===== src/rtl/planta_envase_pkg.sv =====
// Shared types for the bottling-line plant model: station states, protocol
// error bit positions and the counter-width helper.
package planta_envase_pkg;

  typedef enum logic [2:0] {
    S_TRANSP_ENCH,
    S_ENCH,
    S_TRANSP_CQ,
    S_CQ,
    S_SAIDA
  } estado_t;

  localparam int unsigned ERR_VALVULA_FORA       = 0;
  localparam int unsigned ERR_ESTEIRA_VALVULA    = 1;
  localparam int unsigned ERR_VEDACAO            = 2;
  localparam int unsigned ERR_TRANSBORDO         = 3;
  localparam int unsigned ERR_SAIDA_SEM_VEREDITO = 4;
  localparam int unsigned N_ERR                  = 5;

  function automatic int unsigned largura_cnt(input int unsigned max_ticks);
    return $clog2(max_ticks + 1);
  endfunction

endpackage


===== src/rtl/planta_envase_if.sv =====
// Controller/plant bundle: actuator commands flow master->slave, sensors and
// counters flow slave->master. The plant model is the slave side.
interface planta_envase_if;

  logic       esteira;
  logic       valvula_ativa;
  logic       vedacao_ativa;
  logic       descarte_ativo;

  logic       sensor_posicao_enchimento;
  logic       sensor_nivel;
  logic       sensor_posicao_cq;
  logic       aprovado;
  logic       reprovado;
  logic       garrafa_saida;
  logic [7:0] garrafas_saidas;
  logic [7:0] garrafas_descartadas;
  logic [4:0] erro_protocolo;

  modport master (
    output esteira, valvula_ativa, vedacao_ativa, descarte_ativo,
    input  sensor_posicao_enchimento, sensor_nivel, sensor_posicao_cq,
           aprovado, reprovado, garrafa_saida, garrafas_saidas,
           garrafas_descartadas, erro_protocolo
  );

  modport slave (
    input  esteira, valvula_ativa, vedacao_ativa, descarte_ativo,
    output sensor_posicao_enchimento, sensor_nivel, sensor_posicao_cq,
           aprovado, reprovado, garrafa_saida, garrafas_saidas,
           garrafas_descartadas, erro_protocolo
  );

endinterface


===== src/rtl/planta_envase_sim_contador_transporte.sv =====
// Enable-gated modulo-TICKS counter; tc strobes on the enabled cycle that
// wraps the count back to zero.
module contador_transporte #(
  parameter int unsigned TICKS = 100
) (
  input  logic clk,
  input  logic reset,
  input  logic en,
  output logic tc
);

  import planta_envase_pkg::*;

  localparam int unsigned W = largura_cnt(TICKS);

  logic [W-1:0] cnt_q, cnt_d;

  always_comb begin
    tc    = en && (cnt_q == W'(TICKS - 1));
    cnt_d = cnt_q;
    if (tc) begin
      cnt_d = '0;
    end else if (en) begin
      cnt_d = cnt_q + 1'b1;
    end
  end

  always_ff @(posedge clk) begin
    if (reset) begin
      cnt_q <= '0;
    end else begin
      cnt_q <= cnt_d;
    end
  end

endmodule


===== src/rtl/planta_envase_sim.sv =====
// Behavioural plant for the wine bottling line, tracking one bottle through
// fill, QC and exit. Optional protocol monitor: define PLANTA_MONITOR_EN.
module planta_envase_sim #(
  parameter int unsigned TICKS_TRANSPORTE = 100,
  parameter int unsigned TICKS_ENCHIMENTO = 50,
  parameter int unsigned TICKS_CQ         = 20,
  parameter logic [7:0]  PADRAO_CQ        = 8'b0000_0000
) (
  input  logic           clk,
  input  logic           reset,
  planta_envase_if.slave bus
);

  import planta_envase_pkg::*;

  localparam int unsigned WN = largura_cnt(TICKS_ENCHIMENTO);
  localparam int unsigned WC = largura_cnt(TICKS_CQ);

  estado_t       state_q, state_d;
  logic [WN-1:0] nivel_q, nivel_d;
  logic [WC-1:0] cq_q, cq_d;
  logic          vedada_q, vedada_d;
  logic          aprovado_q, aprovado_d;
  logic          reprovado_q, reprovado_d;
  logic [2:0]    idx_q, idx_d;
  logic          saida_q, saida_d;
  logic [7:0]    saidas_q, saidas_d;
  logic [7:0]    descartadas_q, descartadas_d;

  logic          em_transporte;
  logic          pos_en;
  logic          pos_tc;
  logic          nivel_cheio;

  assign em_transporte = (state_q == S_TRANSP_ENCH) || (state_q == S_TRANSP_CQ) ||
                         (state_q == S_SAIDA);
  assign pos_en        = bus.esteira && em_transporte;
  assign nivel_cheio   = (nivel_q == WN'(TICKS_ENCHIMENTO));

  // pos_cnt only runs in transport states and always wraps to 0 on advance,
  // so it is already 0 whenever a new transport leg starts.
  contador_transporte #(
    .TICKS (TICKS_TRANSPORTE)
  ) u_pos (
    .clk   (clk),
    .reset (reset),
    .en    (pos_en),
    .tc    (pos_tc)
  );

  always_comb begin
    state_d       = state_q;
    nivel_d       = nivel_q;
    cq_d          = cq_q;
    vedada_d      = vedada_q;
    aprovado_d    = aprovado_q;
    reprovado_d   = reprovado_q;
    idx_d         = idx_q;
    saida_d       = 1'b0;
    saidas_d      = saidas_q;
    descartadas_d = descartadas_q;

    unique case (state_q)
      S_TRANSP_ENCH: begin
        if (pos_tc) state_d = S_ENCH;
      end
      S_ENCH: begin
        if (bus.vedacao_ativa && nivel_cheio) vedada_d = 1'b1;
        if (bus.esteira) begin
          state_d = S_TRANSP_CQ;
        end else if (bus.valvula_ativa && !nivel_cheio) begin
          nivel_d = nivel_q + 1'b1;
        end
      end
      S_TRANSP_CQ: begin
        if (pos_tc) state_d = S_CQ;
      end
      S_CQ: begin
        if (bus.descarte_ativo) begin
          state_d       = S_TRANSP_ENCH;
          descartadas_d = descartadas_q + 1'b1;
          vedada_d      = 1'b0;
          aprovado_d    = 1'b0;
          reprovado_d   = 1'b0;
          nivel_d       = '0;
          cq_d          = '0;
        end else if (bus.esteira) begin
          state_d     = S_SAIDA;
          aprovado_d  = 1'b0;
          reprovado_d = 1'b0;
          cq_d        = '0;
        end else begin
          // cq_cnt parks at TICKS_CQ so the verdict latches exactly once.
          if (cq_q == WC'(TICKS_CQ - 1)) begin
            reprovado_d = !vedada_q || PADRAO_CQ[idx_q];
            aprovado_d  = !reprovado_d;
            idx_d       = idx_q + 1'b1;
          end
          if (cq_q != WC'(TICKS_CQ)) cq_d = cq_q + 1'b1;
        end
      end
      S_SAIDA: begin
        if (pos_tc) begin
          state_d  = S_TRANSP_ENCH;
          saida_d  = 1'b1;
          saidas_d = saidas_q + 1'b1;
          nivel_d  = '0;
          vedada_d = 1'b0;
        end
      end
      default: state_d = S_TRANSP_ENCH;
    endcase
  end

  always_ff @(posedge clk) begin
    if (reset) begin
      state_q       <= S_TRANSP_ENCH;
      nivel_q       <= '0;
      cq_q          <= '0;
      vedada_q      <= 1'b0;
      aprovado_q    <= 1'b0;
      reprovado_q   <= 1'b0;
      idx_q         <= '0;
      saida_q       <= 1'b0;
      saidas_q      <= '0;
      descartadas_q <= '0;
    end else begin
      state_q       <= state_d;
      nivel_q       <= nivel_d;
      cq_q          <= cq_d;
      vedada_q      <= vedada_d;
      aprovado_q    <= aprovado_d;
      reprovado_q   <= reprovado_d;
      idx_q         <= idx_d;
      saida_q       <= saida_d;
      saidas_q      <= saidas_d;
      descartadas_q <= descartadas_d;
    end
  end

  assign bus.sensor_posicao_enchimento = (state_q == S_ENCH);
  assign bus.sensor_posicao_cq         = (state_q == S_CQ);
  assign bus.sensor_nivel              = nivel_cheio;
  assign bus.aprovado                  = aprovado_q;
  assign bus.reprovado                 = reprovado_q;
  assign bus.garrafa_saida             = saida_q;
  assign bus.garrafas_saidas           = saidas_q;
  assign bus.garrafas_descartadas      = descartadas_q;

`ifdef PLANTA_MONITOR_EN
  logic [N_ERR-1:0] erro_q, erro_d;

  always_comb begin
    erro_d = erro_q;
    if (bus.valvula_ativa && (state_q != S_ENCH))
      erro_d[ERR_VALVULA_FORA] = 1'b1;
    if (bus.esteira && bus.valvula_ativa)
      erro_d[ERR_ESTEIRA_VALVULA] = 1'b1;
    if (bus.vedacao_ativa && ((state_q != S_ENCH) || !nivel_cheio))
      erro_d[ERR_VEDACAO] = 1'b1;
    if (bus.valvula_ativa && nivel_cheio)
      erro_d[ERR_TRANSBORDO] = 1'b1;
    if ((state_q == S_CQ) && !(aprovado_q || reprovado_q) &&
        (bus.descarte_ativo || bus.esteira))
      erro_d[ERR_SAIDA_SEM_VEREDITO] = 1'b1;
  end

  always_ff @(posedge clk) begin
    if (reset) begin
      erro_q <= '0;
    end else begin
      erro_q <= erro_d;
    end
  end

  assign bus.erro_protocolo = erro_q;
`else
  assign bus.erro_protocolo = '0;
`endif

endmodule


===== src/flat_wrapper.sv =====
// flat-port wrapper written by rule: the top's interface ports become plain ports
module planta_envase_sim_flat import planta_envase_pkg::*;
#(
  parameter int unsigned TICKS_TRANSPORTE = 100,
  parameter int unsigned TICKS_ENCHIMENTO = 50,
  parameter int unsigned TICKS_CQ         = 20,
  parameter logic [7:0]  PADRAO_CQ        = 8'b0000_0000
)
  (clk, reset, bus_esteira, bus_valvula_ativa, bus_vedacao_ativa, bus_descarte_ativo, bus_sensor_posicao_enchimento, bus_sensor_nivel, bus_sensor_posicao_cq, bus_aprovado, bus_reprovado, bus_garrafa_saida, bus_garrafas_saidas, bus_garrafas_descartadas, bus_erro_protocolo);
  planta_envase_if bus_i ();
  input  logic clk;
  input  logic reset;
  input wire logic [$bits(bus_i.esteira)-1:0] bus_esteira;
  input wire logic [$bits(bus_i.valvula_ativa)-1:0] bus_valvula_ativa;
  input wire logic [$bits(bus_i.vedacao_ativa)-1:0] bus_vedacao_ativa;
  input wire logic [$bits(bus_i.descarte_ativo)-1:0] bus_descarte_ativo;
  output wire logic [$bits(bus_i.sensor_posicao_enchimento)-1:0] bus_sensor_posicao_enchimento;
  output wire logic [$bits(bus_i.sensor_nivel)-1:0] bus_sensor_nivel;
  output wire logic [$bits(bus_i.sensor_posicao_cq)-1:0] bus_sensor_posicao_cq;
  output wire logic [$bits(bus_i.aprovado)-1:0] bus_aprovado;
  output wire logic [$bits(bus_i.reprovado)-1:0] bus_reprovado;
  output wire logic [$bits(bus_i.garrafa_saida)-1:0] bus_garrafa_saida;
  output wire logic [$bits(bus_i.garrafas_saidas)-1:0] bus_garrafas_saidas;
  output wire logic [$bits(bus_i.garrafas_descartadas)-1:0] bus_garrafas_descartadas;
  output wire logic [$bits(bus_i.erro_protocolo)-1:0] bus_erro_protocolo;
  assign bus_i.esteira = bus_esteira;
  assign bus_i.valvula_ativa = bus_valvula_ativa;
  assign bus_i.vedacao_ativa = bus_vedacao_ativa;
  assign bus_i.descarte_ativo = bus_descarte_ativo;
  assign bus_sensor_posicao_enchimento = bus_i.sensor_posicao_enchimento;
  assign bus_sensor_nivel = bus_i.sensor_nivel;
  assign bus_sensor_posicao_cq = bus_i.sensor_posicao_cq;
  assign bus_aprovado = bus_i.aprovado;
  assign bus_reprovado = bus_i.reprovado;
  assign bus_garrafa_saida = bus_i.garrafa_saida;
  assign bus_garrafas_saidas = bus_i.garrafas_saidas;
  assign bus_garrafas_descartadas = bus_i.garrafas_descartadas;
  assign bus_erro_protocolo = bus_i.erro_protocolo;
  planta_envase_sim #(.TICKS_TRANSPORTE(TICKS_TRANSPORTE), .TICKS_ENCHIMENTO(TICKS_ENCHIMENTO), .TICKS_CQ(TICKS_CQ), .PADRAO_CQ(PADRAO_CQ)) u_core (.clk(clk), .reset(reset), .bus(bus_i));
endmodule

===== config.mk =====
export PLATFORM = sky130hd
export DESIGN_NAME = planta_envase_sim_flat
export DESIGN_NICKNAME = d
export VERILOG_FILES = /design/src/rtl/planta_envase_pkg.sv /design/src/rtl/planta_envase_if.sv /design/src/rtl/planta_envase_sim_contador_transporte.sv /design/src/rtl/planta_envase_sim.sv /design/src/flat_wrapper.sv
export SDC_FILE = /design/constraint.sdc
export NUM_CORES = 1
export LEC_CHECK = 0
export BUFFER_PORTS_ARGS = -buffer_cell sky130_fd_sc_hd__buf_4
export CAP_MARGIN = 20
export CORE_MARGIN = 10
export CORE_UTILIZATION = 50
export CTS_CLUSTER_SIZE = 12
export DETAILED_ROUTE_END_ITERATION = 10
export PLACE_DENSITY = 0.68
export SYNTH_ARGS = -nofsm -noshare
export SYNTH_HDL_FRONTEND = slang
export SYNTH_HIERARCHICAL = 1
export SYNTH_SLANG_ARGS = --single-unit

===== constraint.sdc =====
create_clock -name clk -period 4.1 [get_ports clk]
set_input_delay 0.205 -clock clk [delete_from_list [all_inputs] [get_ports clk]]
set_output_delay 0.205 -clock clk [all_outputs]
set_load 0.1 [all_outputs]

Yosys cells after proc, flatten, opt, wreduce, memory -nomap -nowiden
Memories as Yosys holds them, arrays and structs flattened. A register that Yosys moved wholly into a read port is not among the register bits.
Cells that the tools add are included.
Widths: inputs -> output; s select.
{ "classes": {"n_eq_ne": 17, "n_reduce_logical": 24, "magnitude_cmp": 1, "muxes": 29, "add_sub_neg": 6, "bitwise": 3} }
{ "ops": {"columns": ["op", "n"], "rows": [
  ["$mux 3", 8],
  ["$mux 6", 4],
  ["$pmux 6 s3", 1],
  ["$add 8x1->8 const B", 2],
  ["$mux 5", 3],
  ["$pmux 3 s5", 1],
  ["$mux 1", 11],
  ["$ne 2x1->1 const B", 5],
  ["$reduce_and 5->1", 2],
  ["$reduce_bool 3->1", 3],
  ["$reduce_and 2->1", 4],
  ["$reduce_and 4->1", 2],
  ["$add 7x1->7 const B", 1],
  ["$eq 7x7->1 const B", 1],
  ["$add 6x1->6 const B", 1],
  ["$eq 3x2->1 const B", 2],
  ["$eq 6x6->1 const B", 1],
  ["$ne 2x2->1 const B", 3],
  ["$add 5x1->5 const B", 1],
  ["$eq 5x5->1 const B", 1],
  ["$ne 5x5->1 const B", 1],
  ["$logic_and 1x1->1", 4],
  ["$lt 3x4->1 const B", 1],
  ["$reduce_or 2->1", 2],
  ["9 further kinds", 15]
]} }
{ "word_totals": {"out_inout_bits": 27, "ff_bits": 44, "memories": 1, "inputBits": 6, "romBits": 8} }
{ "memory_table": {"columns": ["memory", "depth", "word_bits", "rd", "rd_ports_with_merged_regs", "write_ports", "line_no", "text"], "rows": [
  ["(name not given)", 8, 1, 1, 1, 0, "planta_envase_sim.sv:95", "reprovado_d = !vedada_q || PADRAO_CQ[idx_q];"]
]} }

Longest topological paths before layout
Gate-level depths: netlist of run 1.
{ "depth": {"word_depth": 7, "mapped_depth": 10} }

Hierarchy
The synthesis of run 1 kept the hierarchy.
{ "modules_own_cells": {"columns": ["mod", "instances", "area_per_inst_um2", "cells_per_inst", "seq_area_each_um2"], "rows": [
  ["planta_envase_sim", 1, 1806.7, 211, 680.7],
  ["contador_transporte", 1, 339.1, 34, 140.1]
]} }

Worst setup path after synthesis of run 1
Ideal clock, no wire load.
{ "synth_timing": {"path_type": "reg-to-reg", "from": "reg u_core.state_q[1]", "to": "reg u_core.saidas_q[7] (netlist: u_core/bus.garrafas_saidas[7])", "slack_ns": 1.801, "path_stages_with_launch": 11, "arrival_time_ns": 2.228, "cell_sequence": "dfxtp_1 > buf_4 > a211oi_1 > buf_6 > nand4b_1 > nor2_1 > and4bb_1 > buf_2 > nand4_1 > or3_1 > a21oi_1"} }
{ "synth_between": {"elab_chain_len": 6, "word_cells_on_any_way": 8} }
{ "synth_rtl": {"columns": ["item", "line_no", "text"], "rows": [
  ["start: declaration", "planta_envase_sim.sv:19", "estado_t state_q, state_d;"],
  ["start signal: assignment", "planta_envase_sim.sv:128", "state_q <= state_d;"],
  ["$eq 3x2->1 / $logic_not 3->1 (equally long branches)", "planta_envase_sim.sv:35", "assign em_transporte = (state_q == S_TRANSP_ENCH) || (state_q == S_TRANSP_CQ) ||"],
  ["$logic_or 1x1->1", "planta_envase_sim.sv:35", null],
  ["$logic_or 1x1->1 *", "planta_envase_sim.sv:35", null],
  ["$logic_and 1x1->1 *", "planta_envase_sim.sv:37", "assign pos_en = bus.esteira && em_transporte;"],
  ["named net u_core.pos_en", "planta_envase_sim.sv:31", "logic pos_en;"],
  ["$logic_and 1x1->1 *", "planta_envase_sim_contador_transporte.sv:19", "tc = en && (cnt_q == W'(TICKS - 1));"],
  ["named net u_core.pos_tc", "planta_envase_sim.sv:32", "logic pos_tc;"],
  ["$reduce_and 2->1 (no source line) *", null, null],
  ["end signal: assignment", "planta_envase_sim.sv:136", "saidas_q <= saidas_d;"],
  ["end: declaration", "planta_envase_sim.sv:27", "logic [7:0] saidas_q, saidas_d;"]
]} }
The timed path passes the listed nets; every way through them passes the cells marked *.
A chain may end at the register's enable or synchronous reset.

Worst setup path in the final report of run 1
Same ends and word-level chain as after synthesis.

==> results of run 1 <==
[where the power goes]
part	total [mW]	switching, mW	internal (mW)
Sequential	0.402	0.00217	0.400
Combinational	0.0446	0.0356	0.00905
Clock	0.278	0.141	0.136
[registers in the layout, summed over array words and instances, names as in the netlist, 3 cells and up]
| register | count |
|---|---|
| u_core/bus.garrafas_descartadas | 8 |
| u_core/bus.garrafas_saidas | 8 |
| u_core/u_pos/cnt_q | 7 |
| u_core/state_q | 3 |
| u_core/nivel_q | 6 |
| u_core/cq_q | 5 |
[worst max-delay path: cells and delay by family, from the launching register on]
family / cells / cell delay, ns
AOI/OAI and AO/OA: 2 / 0.95
DFF: 1 / 0.40
and+or+nand+nor: 5 / 1.55
[worst max-delay path by stage]
stage / start / to / slack [ns] / depth (start not counted)
2_1_floorplan: u_core/state_q[1] / u_core/bus.garrafas_saidas[7] / 1.80 / 10
3_3_place_gp: u_core/state_q[1] / u_core/bus.garrafas_saidas[7] / 1.26 / 7
3_5_place_dp: u_core/state_q[1] / u_core/bus.garrafas_saidas[7] / 1.15 / 7
4_1_cts: u_core/state_q[1] / u_core/bus.garrafas_saidas[7] / 1.12 / 7
5_1_grt: u_core/state_q[1] / u_core/bus.garrafas_saidas[7] / 0.80 / 7
6_report: u_core/state_q[1] / u_core/bus.garrafas_saidas[7] / 1.11 / 7
[logic make-up (layout without fill, tap and decap cells)]
logic type	count (synthesis)	count (layout)	synth area share
simple gates	102	102	0.2636
xor+xnor	19	19	0.07755
other cells	1	5	0.001748
mux	3	3	0.01399
fa+ha+maj	7	7	0.04081
buf+inv	29	47	0.07463
compound gates	43	43	0.1452
flops	41	41	0.3825
[cell usage after synthesis, types with 3 or more instances]
cell type and n:
nor4_1 3, o21ai_0 7, xor2_1 11, clkbuf_1 5
or3_1 6, a21oi_1 14, mux2i_1 3, buf_4 7
nand4b_1 3, o31ai_1 3, dfxtp_1 41, nand4_1 3
xnor2_1 8, inv_1 12, buf_6 3, nor3_1 5
nand2_1 16, a311oi_1 3, and2_1 4, nand3_1 8
ha_1 7, and3_1 4, nor2_1 32
[cell type report]
| cell class | count | area, sq um |
|---|---|---|
| Tap cell | 50 | 62.56 |
| Fill cell | 361 | 1679 |
| Clock inverter | 2 | 13.76 |
| Sequential cell | 41 | 820.8 |
| Inverter | 12 | 45.04 |
| Clock buffer | 6 | 82.58 |
| Multi-Input combinational cell | 179 | 1180 |
| Timing Repair Buffer | 27 | 202.7 |
[per-layer routing]
layer	routed length, um	vias up
met5	0	-
met4	31	0
met3	213	4
met2	1863	38
met1	2130	803
li1	-	892
==> results.cfg, run 1 <==
[place]
gp_routability_congestion = 0.8334
io_buffers = 27
dp_hpwl_mm = 3.043
dp.cells = 309
place_area_sq_mm = 0.002311
place_ws_ns = 1.151

[timing]
fin_ws_ns = 1.114
fmax_mhz = 335.0
finalCriticalPeriod_ns = 2.986
slew_violations = 0
setup_violations = 0
holdWs_ns = 0.2316
slew_headroom = 0.3862
worst_slew_pin_slew_ns = 0.9152
fin_skew_ns = 0.01199
rsz0062_at_grt = no
hold_viol = 0
min_period_over_period = 0.7282
finalSetupTns_ns = 0

[global_routing]
grt_use_total = 0.1135
use_met1 = 0.1436
overflow = 0
grt.busiest_layer = met2
grt_antenna_before_repair = 0
grtUsageMet3 = 0.04068
grt_pass1_wl_mm = 7.134
grt_start_max_net_pins = 34
grt_pass1_vias = 1605
met2_usage = 0.1771

[clock_network]
hold_buffers = 0
cts_setup_buffers = 0
clock_latency_ns = 0.29
cts.path.max_buffers = 2
clk_pin_slew_ns = 0.08
cts_root_buf = clkbuf_8
cts_max_level = 2
cts_sinks = 41
cts_made_buffers = 5
cts-resized-gates = 0
cts_tree = built

[logic_synthesis]
ys_seq_area_frac = 0.3825
synth_top_flop_cell = dfxtp_1
synthArstFlopShare = 0
syn-cell-area_sq_mm = 0.002146
yosysUniqueCellTypes = 51
ys_seq_elements = 41
postSynthAreaPerCell_sq_um = 8.758
synth_edf_count = 0
synth_top_area_cell = dfxtp_1
synthCells = 245
synth_top_area_share = 0.3825
yosys_warnings = 6
synthTopCellsByArea = dfxtp_1 38%, nor2_1 5.6%, xor2_1 4.5%, ha_1 4.1%, a21oi_1 3.3%

[finish]
syn2layout_area_growth_pct = 12.19
fin_cells = 317
drive_gt1_frac = 0.1685
post-route-cell-area_sq_mm = 0.002407
final_cell_mix = 41 x dfxtp_1, 32 x nor2_1, 27 x buf_4
n_antenna_cell = 0
fin_util = 0.5891
nets = 279
final_common_cell = dfxtp_1

[worst_setup_path]
cp_data_arrival_time_ns = 3.20
worst_r2r_path_depth = 7
cp-end-kind = register
worst-setup-path-type = register to register
worstReg2RegStart = u_core/state_q[1]
startpoint_type = register
reg2reg_slack_ns = 1.11
rr_endpoint = u_core/bus.garrafas_saidas[7]
crit_chain = a211oi_1, nand4b_1, nor2_1, and4bb_1, nand4_1, or3_1, a21oi_1
slowest_delay_ns = 0.81
cp_max_fo = 11
required_ns = 4.32
cp_slowest_cell = a211oi_1

[min_path]
hold_depth = 3
hold_path_class = primary input to register
hold_end = u_core/bus.garrafas_descartadas[1]
worst_hold_startpoint = bus_descarte_ativo

[detailed_routing]
ant_nets = 0
vias_per_cell = 5.479
dr.pass1.iters = 4
initialDrtViolationCount = 61
drc = 0
drt_wl_total_mm = 4.238
wl_per_cell_um = 13.37
vias = 1737

[power_and_ir_drop]
power_mw = 0.7245
peakVddDrop_v = 0.0001624
power_density_mw_per_mm2 = 300.9
power.leakage_nw = 0.9433

[floorplan]
die_y_um = 85.51
rows = 23
initial_utilization = 0.5251
ioPinCount = 33
die_w_um = 85.51
dieArea_sq_mm = 0.007312
core_area_sq_mm = 0.004086

[run]
maxCapViolations = 0

[run_status]
outcome = finished, final reports clean
No activity file was read; power rests on OpenSTA's default activity.
==> run 2: changes to the inputs <==
==> constraint.sdc (replaced) <==
create_clock -name clk -period 3.01 [get_ports clk]
set_input_delay 0.1505 -clock clk [delete_from_list [all_inputs] [get_ports clk]]
set_output_delay 0.1505 -clock clk [all_outputs]
set_load 0.1 [all_outputs]
==> run 2 against run 1 <==
Against the previous run: maximum frequency is 24% higher; clock power up 65%; die area unchanged; register-to-register slack worse by 0.51 ns; design area grew 1.3%; clock skew shrank 0.0055 ns.
==> results.cfg, run 2 (synthesis results as in run 1) <==
[run_status]
outcome = finished, final reports clean

[global_routing]
grt_use_total = 0.1199
overflow = 0
grt_pass1_wl_mm = 7.541
grt_antenna_before_repair = 0
grt_pass1_vias = 1684
grt_start_max_net_pins = 34

[timing]
rsz0062_at_grt = no
fmax_mhz = 415.2
min_period_over_period = 0.8001
hold_viol = 0
fin_ws_ns = 0.6017
finalCriticalPeriod_ns = 2.408
setup_violations = 0
finalSetupTns_ns = 0
slew_violations = 0
worst_slew_pin_slew_ns = 0.5466
fin_skew_ns = 0.006490
slew_headroom = 0.6348

[clock_network]
hold_buffers = 0
cts_max_level = 2
cts_tree = built
cts-resized-gates = 0
cts_root_buf = clkbuf_8
cts_made_buffers = 5
clk_pin_slew_ns = 0.08
cts_setup_buffers = 0
cts.path.max_buffers = 2
clock_latency_ns = 0.29
cts_sinks = 41

[power_and_ir_drop]
power_mw = 1.069
power.leakage_nw = 0.9544
power_density_mw_per_mm2 = 438.5
peakVddDrop_v = 0.0001845

[finish]
final_cell_mix = 41 x dfxtp_1, 32 x nor2_1, 28 x buf_4
n_antenna_cell = 0
syn2layout_area_growth_pct = 13.64
fin_util = 0.5968
nets = 280
final_common_cell = dfxtp_1
drive_gt1_frac = 0.1716
post-route-cell-area_sq_mm = 0.002439

[detailed_routing]
highest_layer = met4
vias_per_cell = 5.371
dr_wl_met3_um = 219
initialDrtViolationCount = 64
wl_met1_mm = 2.075
met2_length_mm = 1.959
dr.pass1.iters = 4
ant_nets = 0
drt_wl_total_mm = 4.309
wl_per_cell_um = 13.55
vias = 1708
drc = 0

[place]
dp_hpwl_mm = 3.147
io_buffers = 27
gp_routability_congestion = 0.7943
place_area_sq_mm = 0.002318
place_ws_ns = 0.6356

[worst_setup_path]
reg2reg_slack_ns = 0.60
cp-startpoint = u_core/state_q[1]
cp_slowest_cell = dfxtp_1
crit_end = u_core/bus.garrafas_saidas[7]
required_ns = 3.23
worst_r2r_path_depth = 8
worstReg2RegStart = u_core/state_q[1]
rr_endpoint = u_core/bus.garrafas_saidas[7]
crit_chain = a211oi_1, buf_4, nand4b_1, nor2_1, and4bb_1, nand4_1, or3_1, a21oi_1
slowest_delay_ns = 0.41
worst-setup-path-type = register to register
cp_data_arrival_time_ns = 2.63
cp-end-kind = register
cp_max_fo = 11
startpoint_type = register

[floorplan]
ioPinCount = 33
core_area_sq_mm = 0.004086
die_w_um = 85.51
die_y_um = 85.51
dieArea_sq_mm = 0.007312
initial_utilization = 0.5251
rows = 23

[min_path]
hold_path_class = primary input to register
hold_depth = 3

[run]
maxCapViolations = 0
==> run 2: how the worst min path moves through the flow <==
stage               slack, ns                                  to                start
CTS                      0.18  u_core/bus.garrafas_descartadas[1]   bus_descarte_ativo
global route             0.22  u_core/bus.garrafas_descartadas[1]   bus_descarte_ativo
global placement         0.45                 u_core/bus.aprovado  u_core/bus.aprovado
finish                   0.19  u_core/bus.garrafas_descartadas[1]   bus_descarte_ativo
detailed placement       0.46                 u_core/bus.aprovado  u_core/bus.aprovado
floorplan                0.33       u_core/bus.garrafas_saidas[6]                reset
==> run 2: stage by stage <==
step           std cells  hold slack, ns
5_1_grt              318          0.2166
2_1_floorplan        249          0.3278
3_3_place_gp         310          0.4528
4_1_cts              318          0.1802
3_5_place_dp         310          0.4559
6_report             318          0.1909
==> run 2: layout make-up <==
type	instances	area, sq um
Sequential cell	41	820.8
Multi-Input combinational cell	179	1180
Timing Repair Buffer	28	210.2
Clock inverter	2	37.54
Fill cell	397	1648
Tap cell	50	62.56
Clock buffer	6	82.58
Inverter	12	45.04
==> run 2: per-layer routing <==
metal | vias to the layer above | global-route usage
met2 | 35 | 0.1907
met1 | 772 | 0.1471
met3 | 7 | 0.03784
met5 | - | 0
li1 | 894 | -
met4 | 0 | 0.04641
==> run 2: report_power, final <==
part / switching (mW) / internal [mW] / leakage, nW
clock: 0.190 / 0.270 / 0.0574
sequential: 0.00302 / 0.545 / 0.330
combinational: 0.0485 / 0.0132 / 0.566
total: 0.242 / 0.827 / 0.954
==> run 2: worst max-delay path, delay by kind of cell, from the launching register on <==
kind,cells,cell delay [ns]
buffers and inverters,1,0.19
AND/OR/NAND/NOR,5,1.34
AO/OA/AOI/OAI,2,0.40
flip-flops,1,0.41
